==> config.mk <==
export PLATFORM = sky130hd
export DESIGN_NAME = control_decode_pipe
export DESIGN_NICKNAME = d
export VERILOG_FILES = /design/src/rtl/control_decode_pipe.sv
export SDC_FILE = /design/constraint.sdc
export NUM_CORES = 1
export LEC_CHECK = 0
export CORE_MARGIN = 2
export CORE_UTILIZATION = 42
export DETAILED_ROUTE_END_ITERATION = 6
export GPL_TIMING_DRIVEN = 0
export PLACE_DENSITY_LB_ADDON = 0.3
export SKIP_CTS_REPAIR_TIMING = 1
export SLEW_MARGIN = 20
export SYNTH_ARGS = -nofsm -noshare
export SYNTH_HDL_FRONTEND = slang
export SYNTH_SLANG_ARGS = --single-unit
==> constraint.sdc <==
create_clock -name clock -period 5.7 [get_ports clock]
set_input_delay 1.71 -clock clock [delete_from_list [all_inputs] [get_ports clock]]
set_output_delay 1.71 -clock clock [all_outputs]
set_load 0.03 [all_outputs]
==> src/rtl/control_decode_pipe.sv <==
// ID-stage instruction decoder with load-use hazard detection and an ID/EX
// pipeline register supporting valid, stall and flush.
module control_decode_pipe #(
    parameter int DATA_W = 32,
    parameter int REG_W  = 5,
    parameter int IMM_W  = 17,
    parameter int TGT_W  = 27
) (
    input  logic              clock,
    input  logic              reset,
    input  logic [DATA_W-1:0] instruction,
    input  logic              id_valid,
    input  logic              ex_is_load,
    input  logic [REG_W-1:0]  ex_rd,
    input  logic              stall_in,
    input  logic              flush_in,
    output logic [REG_W-1:0]  read_reg_s1,
    output logic [REG_W-1:0]  read_reg_s2,
    output logic              hazard_stall,
    output logic              ex_valid,
    output logic              ex_bne,
    output logic              ex_blt,
    output logic              ex_beq,
    output logic              ex_bex,
    output logic              ex_setx,
    output logic [DATA_W-1:0] ex_branch_N,
    output logic [REG_W-1:0]  ex_s1,
    output logic [REG_W-1:0]  ex_s2
);

    localparam logic [4:0] OP_BNE  = 5'b00010;
    localparam logic [4:0] OP_BLT  = 5'b00110;
    localparam logic [4:0] OP_BEQ  = 5'b10000;
    localparam logic [4:0] OP_BEX  = 5'b10110;
    localparam logic [4:0] OP_SETX = 5'b10101;

    logic [4:0]        w_op;
    logic              w_rd_rt;
    logic              w_bne;
    logic              w_blt;
    logic              w_beq;
    logic              w_bex;
    logic              w_setx;
    logic [DATA_W-1:0] w_branch_N;

    logic              r_valid;
    logic              r_bne;
    logic              r_blt;
    logic              r_beq;
    logic              r_bex;
    logic              r_setx;
    logic [DATA_W-1:0] r_branch_N;
    logic [REG_W-1:0]  r_s1;
    logic [REG_W-1:0]  r_s2;

    assign w_op = instruction[DATA_W-1:DATA_W-5];

    assign w_rd_rt = (w_op == 5'b00010) || (w_op == 5'b00100) ||
                     (w_op == 5'b00110) || (w_op == 5'b00111) ||
                     (w_op == 5'b10000) || (w_op == 5'b10001);

    assign read_reg_s1 = instruction[21:17];
    assign read_reg_s2 = w_rd_rt ? instruction[26:22] : instruction[16:12];

    // Flags are masked by id_valid so an empty ID slot can never fire a branch.
    assign w_bne  = id_valid && (w_op == OP_BNE);
    assign w_blt  = id_valid && (w_op == OP_BLT);
    assign w_beq  = id_valid && (w_op == OP_BEQ);
    assign w_bex  = id_valid && (w_op == OP_BEX);
    assign w_setx = id_valid && (w_op == OP_SETX);

    always_comb begin
        w_branch_N = '0;
        case (w_op)
            OP_BNE, OP_BLT, OP_BEQ:
                w_branch_N = {{(DATA_W-IMM_W){instruction[IMM_W-1]}}, instruction[IMM_W-1:0]};
            OP_BEX, OP_SETX:
                w_branch_N = {{(DATA_W-TGT_W){instruction[TGT_W-1]}}, instruction[TGT_W-1:0]};
            default:
                w_branch_N = '0;
        endcase
    end

    assign hazard_stall = id_valid && r_valid && ex_is_load && (ex_rd != '0) &&
                          ((ex_rd == read_reg_s1) || (ex_rd == read_reg_s2));

    // Priority: flush beats stall, stall beats hazard bubble, else issue.
    always_ff @(posedge clock or posedge reset) begin
        if (reset) begin
            r_valid    <= 1'b0;
            r_bne      <= 1'b0;
            r_blt      <= 1'b0;
            r_beq      <= 1'b0;
            r_bex      <= 1'b0;
            r_setx     <= 1'b0;
            r_branch_N <= '0;
            r_s1       <= '0;
            r_s2       <= '0;
        end else if (flush_in || (!stall_in && hazard_stall)) begin
            r_valid    <= 1'b0;
            r_bne      <= 1'b0;
            r_blt      <= 1'b0;
            r_beq      <= 1'b0;
            r_bex      <= 1'b0;
            r_setx     <= 1'b0;
            r_branch_N <= '0;
            r_s1       <= '0;
            r_s2       <= '0;
        end else if (!stall_in) begin
            r_valid    <= id_valid;
            r_bne      <= w_bne;
            r_blt      <= w_blt;
            r_beq      <= w_beq;
            r_bex      <= w_bex;
            r_setx     <= w_setx;
            r_branch_N <= w_branch_N;
            r_s1       <= read_reg_s1;
            r_s2       <= read_reg_s2;
        end
    end

    assign ex_valid    = r_valid;
    assign ex_bne      = r_bne;
    assign ex_blt      = r_blt;
    assign ex_beq      = r_beq;
    assign ex_bex      = r_bex;
    assign ex_setx     = r_setx;
    assign ex_branch_N = r_branch_N;
    assign ex_s1       = r_s1;
    assign ex_s2       = r_s2;

endmodule

# After elaboration in Yosys (flattened, before gate mapping)
# Cells that the tools add are included.
classes:
  n_eq_ne: 11
  n_mux: 20
  n_reduce_logical: 21
ops:
  columns: ["operator", "count"]
  rows:
  - ["32-bit 2-to-1 mux", 2]
  - ["32-bit one-hot mux with 2 select lines", 1]
  - ["5-bit 2-to-1 mux", 5]
  - ["5-bit equality test (second input constant)", 4]
  - ["5-bit by 3-bit equality test with 1-bit output (second input constant)", 3]
  - ["1-bit 2-to-1 mux", 12]
  - ["5-bit equality test", 2]
  - ["1-bit logical AND", 10]
  - ["1-bit logical OR", 7]
  - ["5-bit by 2-bit equality test with 1-bit output (second input constant)", 1]
  - ["5-bit nonzero test", 1]
  - ["3-bit OR reduction", 1]
  - ["2-bit by 1-bit inequality test with 1-bit output (second input constant)", 1]
  - ["2-bit OR reduction", 1]
  - ["1-bit zero test", 1]
totals:
  register_bits: 48
  in_bits: 43
  out_inout_bits: 59

# Depth between registers and ports, before layout
logic_depth:
  depth_word: 13
  depth_mapped: 10
  ltp_nobuf: 7

# Worst setup path before layout
# Ideal clock, no wire load.
synth_path:
  kind: "in2out"
  from: "in instruction[27]"
  to: "out hazard_stall"
  arrival_time_ps: 3634
  t_required_ps: 3990
  slack_ps: 356
  stages: 7
  path_buffers: 1
  cell_sequence: "buf_2 -> o21bai_1 -> a21o_1 -> a221o_2 -> xor2_2 -> nor4_4 -> o21a_1"
synth_via:
  elab_chain_cells: 10
  word_cells_on_any_way: 15
synth_rtl:
  columns: ["element", "line_no", "text"]
  rows:
  - ["start, declared", "11", "input logic [DATA_W-1:0] instruction,"]
  - ["5-bit by 2-bit equality test with 1-bit output / 5-bit by 3-bit equality test with 1-bit output (equally long branches)", "58", "assign w_rd_rt = (w_op == 5'b00010) || (w_op == 5'b00100) ||"]
  - ["1-bit logical OR (2 in a row)", "58", null]
  - ["1-bit logical OR (2 in a row)", "59", "(w_op == 5'b00110) || (w_op == 5'b00111) ||"]
  - ["1-bit logical OR *", "60", "(w_op == 5'b10000) || (w_op == 5'b10001);"]
  - ["5-bit 2-to-1 mux *", "63", "assign read_reg_s2 = w_rd_rt ? instruction[26:22] : instruction[16:12];"]
  - ["named net read_reg_s2[2]", "18", "output logic [REG_W-1:0] read_reg_s2,"]
  - ["5-bit equality test *", "85", "((ex_rd == read_reg_s1) || (ex_rd == read_reg_s2));"]
  - ["1-bit logical OR *", "85", null]
  - ["1-bit logical AND *", "84", "assign hazard_stall = id_valid && r_valid && ex_is_load && (ex_rd != '0) &&"]
  - ["end, declared", "19", "output logic hazard_stall,"]
# The timed path passes the listed nets; every way through them passes the cells marked *.

# Final worst setup path
layout_path:
  from: "in instruction[31]"
  to: "out hazard_stall"
layout_via:
  elab_chain_cells: 10
  word_cells_on_any_way: 15
layout_rtl:
  columns: ["element", "line_no"]
  rows:
  - ["5-bit by 2-bit equality test with 1-bit output / 5-bit by 3-bit equality test with 1-bit output (equally long branches)", "58"]
  - ["1-bit logical OR (2 in a row)", "58"]
  - ["1-bit logical OR (2 in a row)", "59"]
  - ["1-bit logical OR *", "60"]
  - ["5-bit 2-to-1 mux *", "63"]
  - ["5-bit equality test *", "85"]
  - ["1-bit logical OR *", "85"]
  - ["1-bit logical AND *", "84"]
# Mark *: on every way between the ends. The rest lies on a longest branch, timed or not.

==> impl_metrics.csv <==
group,metric,value,unit
logic_synthesis,synth_seq_cells,43,
sta,period_share,98.52,%
final_layout,final_cell_mix,"96 x clkdlybuf4s50_1, 43 x dfrtp_1, 28 x a22o_1",
critical_path,worstSetupPathType,"in -> out",
power_and_ir_drop,p_switching,204.4,uW
logic_synthesis,async_flop_share,100.0,%
drt,first_iter_violations,82,
sta,setup_viol,0,
sta,finalCriticalPeriod,5.616,ns
placement,gp_congestion,0.8156,
clock_tree,clock_latency,0.29,ns
worst_hold_path,hold_start,"ex_branch_N[19]$_DFFE_PP0P_",
global_routing,grt_pass1_vias,2023,
worst_hold_path,min_path_cells,2,
floorplanning,chipWidth,77.51,um
logic_synthesis,synth_fp_nets,254,
final_layout,num_antenna_cells,0,
drt,viasPerCell,5.300,
drt,drc,0,
clock_tree,clockBufferDepth,2,
placement,port_buffers,98,
critical_path,timing.rr.start,"ex_valid$_DFFE_PP0P_",
sta,report.final.slew_viol_count,0,
global_routing,overflow,0,
critical_path,ff2ff_setup_slack,3.41,ns
drt,wl_per_cell,15.92,um
critical_path,crit_family,"compound AO/OA/AOI/OAI gates",
clock_tree,clkTransAtPathRegs,0.08,ns
logic_synthesis,synth_flop_cell,"dfrtp_1",
critical_path,crit_chain,"clkdlybuf4s50_1 -> buf_4 -> o21a_1 -> a211oi_4 -> mux2_4 -> a2bb2o_2 -> nor4_4 -> o21a_1 -> buf_6",
critical_path,cp-end-kind,"output port",
sta,hold_viol_final,0,
final_layout,fillers,408,
logic_synthesis,yosys_warnings,0,
sta,fin_ws,0.08432,ns
power_and_ir_drop,p_int,481.2,uW
logic_synthesis,synth_area_per_cell,10.76,um^2
logic_synthesis,netlist_instances,211,
global_routing,antenna_found_initial,0,
critical_path,cpPeakStageDelay,0.42,ns
final_layout,final_layout_size_suffix_gt1_share,15.00,%
placement,hpwl,4718,um
sta,max_slew_margin,57.85,%
run_status,status,"finished, final reports clean",
floorplanning,rows,26,
worst_hold_path,worstHoldEndpoint,"ex_branch_N[19]$_DFFE_PP0P_",
power_and_ir_drop,power_switching_share,29.81,%
power_and_ir_drop,power.share.sequential,46.4,%
final_layout,syn_to_final_growth,53.69,%
power_and_ir_drop,power.total,685.6,uW
logic_synthesis,syn-cell-area,2270,um^2
power_and_ir_drop,peakVddDrop,0.1554,mV
floorplanning,start_util,43.88,%
critical_path,cp.required,3.99,ns
placement,pre_cts_ws,-0.6193,ns
critical_path,arrival,3.91,ns
worst_hold_path,min_path_type,"reg -> reg",
critical_path,start_kind,"input pin",
logic_synthesis,synth.distinct_cells,44,
final_layout,final_cell_area,3488,um^2
sta,hold_slack,0.4833,ns
global_routing,grt_pass1_wl,10120,um
clock_tree,clock-root-buffer,"clkbuf_8",
run,cap_violations,0,
clock_tree,htreeDepth,2,
sta,skew,0.003045,ns
floorplanning,pin_count,102,
final_layout,final_common_cell,"clkdlybuf4s50_1",
power_and_ir_drop,p_leak,1.453,nW
floorplanning,coreArea,5172,um^2
drt,drt-total-wl,6210,um
floorplanning,die_area,6008,um^2
drt,routed-via-count,2067,
clock_tree,clock-sinks,43,
critical_path,crit_buf_inv,3,
clock_tree,cts_buffers,5,
power_and_ir_drop,p_per_area,196.5,nW/um^2
drt,ant_nets,0,
drt,first_pass_iters,4,
power_and_ir_drop,clkPwrFrac,27.9,%
global_routing,grt_max_degree,28,
final_layout,nNetsFinal,362,
critical_path,reg2reg_depth,7,
clock_tree,cts_tree,"yes",
critical_path,worstReg2RegEnd,"ex_branch_N[9]$_DFFE_PP0P_",
final_layout,fin_cells,390,
global_routing,grtUsageTotal,21.22,%
critical_path,cpMostUsedCell,"o21a_1",
floorplanning,die_h,77.51,um
logic_synthesis,synth_edf_count,0,
placement,placed_area,3369,um^2
power_and_ir_drop,comb_power_share,25.7,%
sta,fmax,178.1,MHz
placement,dp_cells,381,
sta,worst_pin_slew,0.6323,ns
logic_synthesis,seq_area_frac_synth,47.41,%
critical_path,cp_max_fo,10,
critical_path,critical-path-slowest-cell,"clkdlybuf4s50_1",
[power groups by stage]
stage	clock, mW	sequential [mW]	combinational, mW
6_report	0.191	0.318	0.176
4_1_cts	0.195	0.318	0.174
5_1_grt	0.207	0.320	0.188
2_1_floorplan	0	0.342	0.0759
3_3_place_gp	0	0.324	0.169
3_5_place_dp	0	0.324	0.173
[kinds of logic after synthesis]
group / synth area share, %
DFF: 47.41
xor gates and xnor gates: 4.465
AOI/OAI and AO/OA: 27.23
buffers and inverters: 7.883
and+or+nand+nor: 11.58
muxes: 1.433
[layer usage]
metal | wire length, um | global-route usage (%) | vias up | part of all wire [%]
li1 | - | - | 981 | -
met1 | 2813 | 29.79 | 1000 | 45
met2 | 2875 | 33.39 | 78 | 46
met3 | 431 | 4.651 | 8 | 6.9
met4 | 89 | 5.714 | 0 | 1.4
met5 | 0 | 0 | - | 0
[stage by stage]
stage | utilization, % | TNS [ns]
5_1_grt | 67.44 | -0.007765
4_1_cts | 66.79 | -0.6244
2_1_floorplan | - | 0
3_3_place_gp | 64.54 | -0.6312
3_5_place_dp | 65.14 | -0.6193
6_report | 67.44 | 0
[worst max path at each step]
| stage | from | endpoint | slack (ns) | cells after the start |
|---|---|---|---|---|
| after global routing | instruction[31] | hazard_stall | -0.008 | 9 |
| after global placement | instruction[29] | hazard_stall | -0.63 | 9 |
| after CTS | instruction[29] | hazard_stall | -0.62 | 9 |
| after floorplan | instruction[27] | hazard_stall | 0.36 | 7 |
| final | instruction[31] | hazard_stall | 0.08 | 9 |
| after detailed placement | instruction[29] | hazard_stall | -0.62 | 9 |
[sequential cells by signal (all words and copies together), names as in the netlist]
| register | cells |
|---|---|
| ex_beq | 1 |
| ex_s1 | 5 |
| ex_valid | 1 |
| ex_branch_N | 27 |
| ex_setx | 1 |
| ex_bne | 1 |
| ex_bex | 1 |
| ex_s2 | 5 |
| ex_blt | 1 |
[cell type report]
class                   instances  area [um^2]  area share [%]
flip-flops and latches         43         1076           30.85
multi-input cells             138         1041           29.84
repair buffers                101         1017           29.16
plain buffers                  26        166.4           4.770
well taps                      70        87.58           2.511
clock buffers                   6        72.57           2.080
inverters                       4        15.01          0.4304
clock inverters                 2        12.51          0.3587
[Yosys cell counts, types with 4 or more instances]
cell / instances / share of area (%)
nor2b_1: 4 / 1.1
a22o_1: 28 / 11
nand2_1: 18 / 3.0
clkbuf_1: 7 / 1.2
nor2_1: 5 / 0.83
inv_1: 4 / 0.66
o21ai_1: 4 / 0.88
dfrtp_1: 43 / 47
o31ai_1: 10 / 3.3
buf_2: 5 / 1.1
a21oi_1: 16 / 3.5
xnor2_1: 4 / 1.5
buf_4: 10 / 3.3
[worst register-to-register path, delay by kind of cell, from the launching register on]
| family | cells | cell delay (ns) |
|---|---|---|
| DFF | 1 | 0.40 |
| and+or+nand+nor | 2 | 0.30 |
| AOI/OAI and AO/OA | 4 | 1.29 |
| buffers and inverters | 1 | 0.23 |
Note: power is estimated with default switching activity, not from simulation.
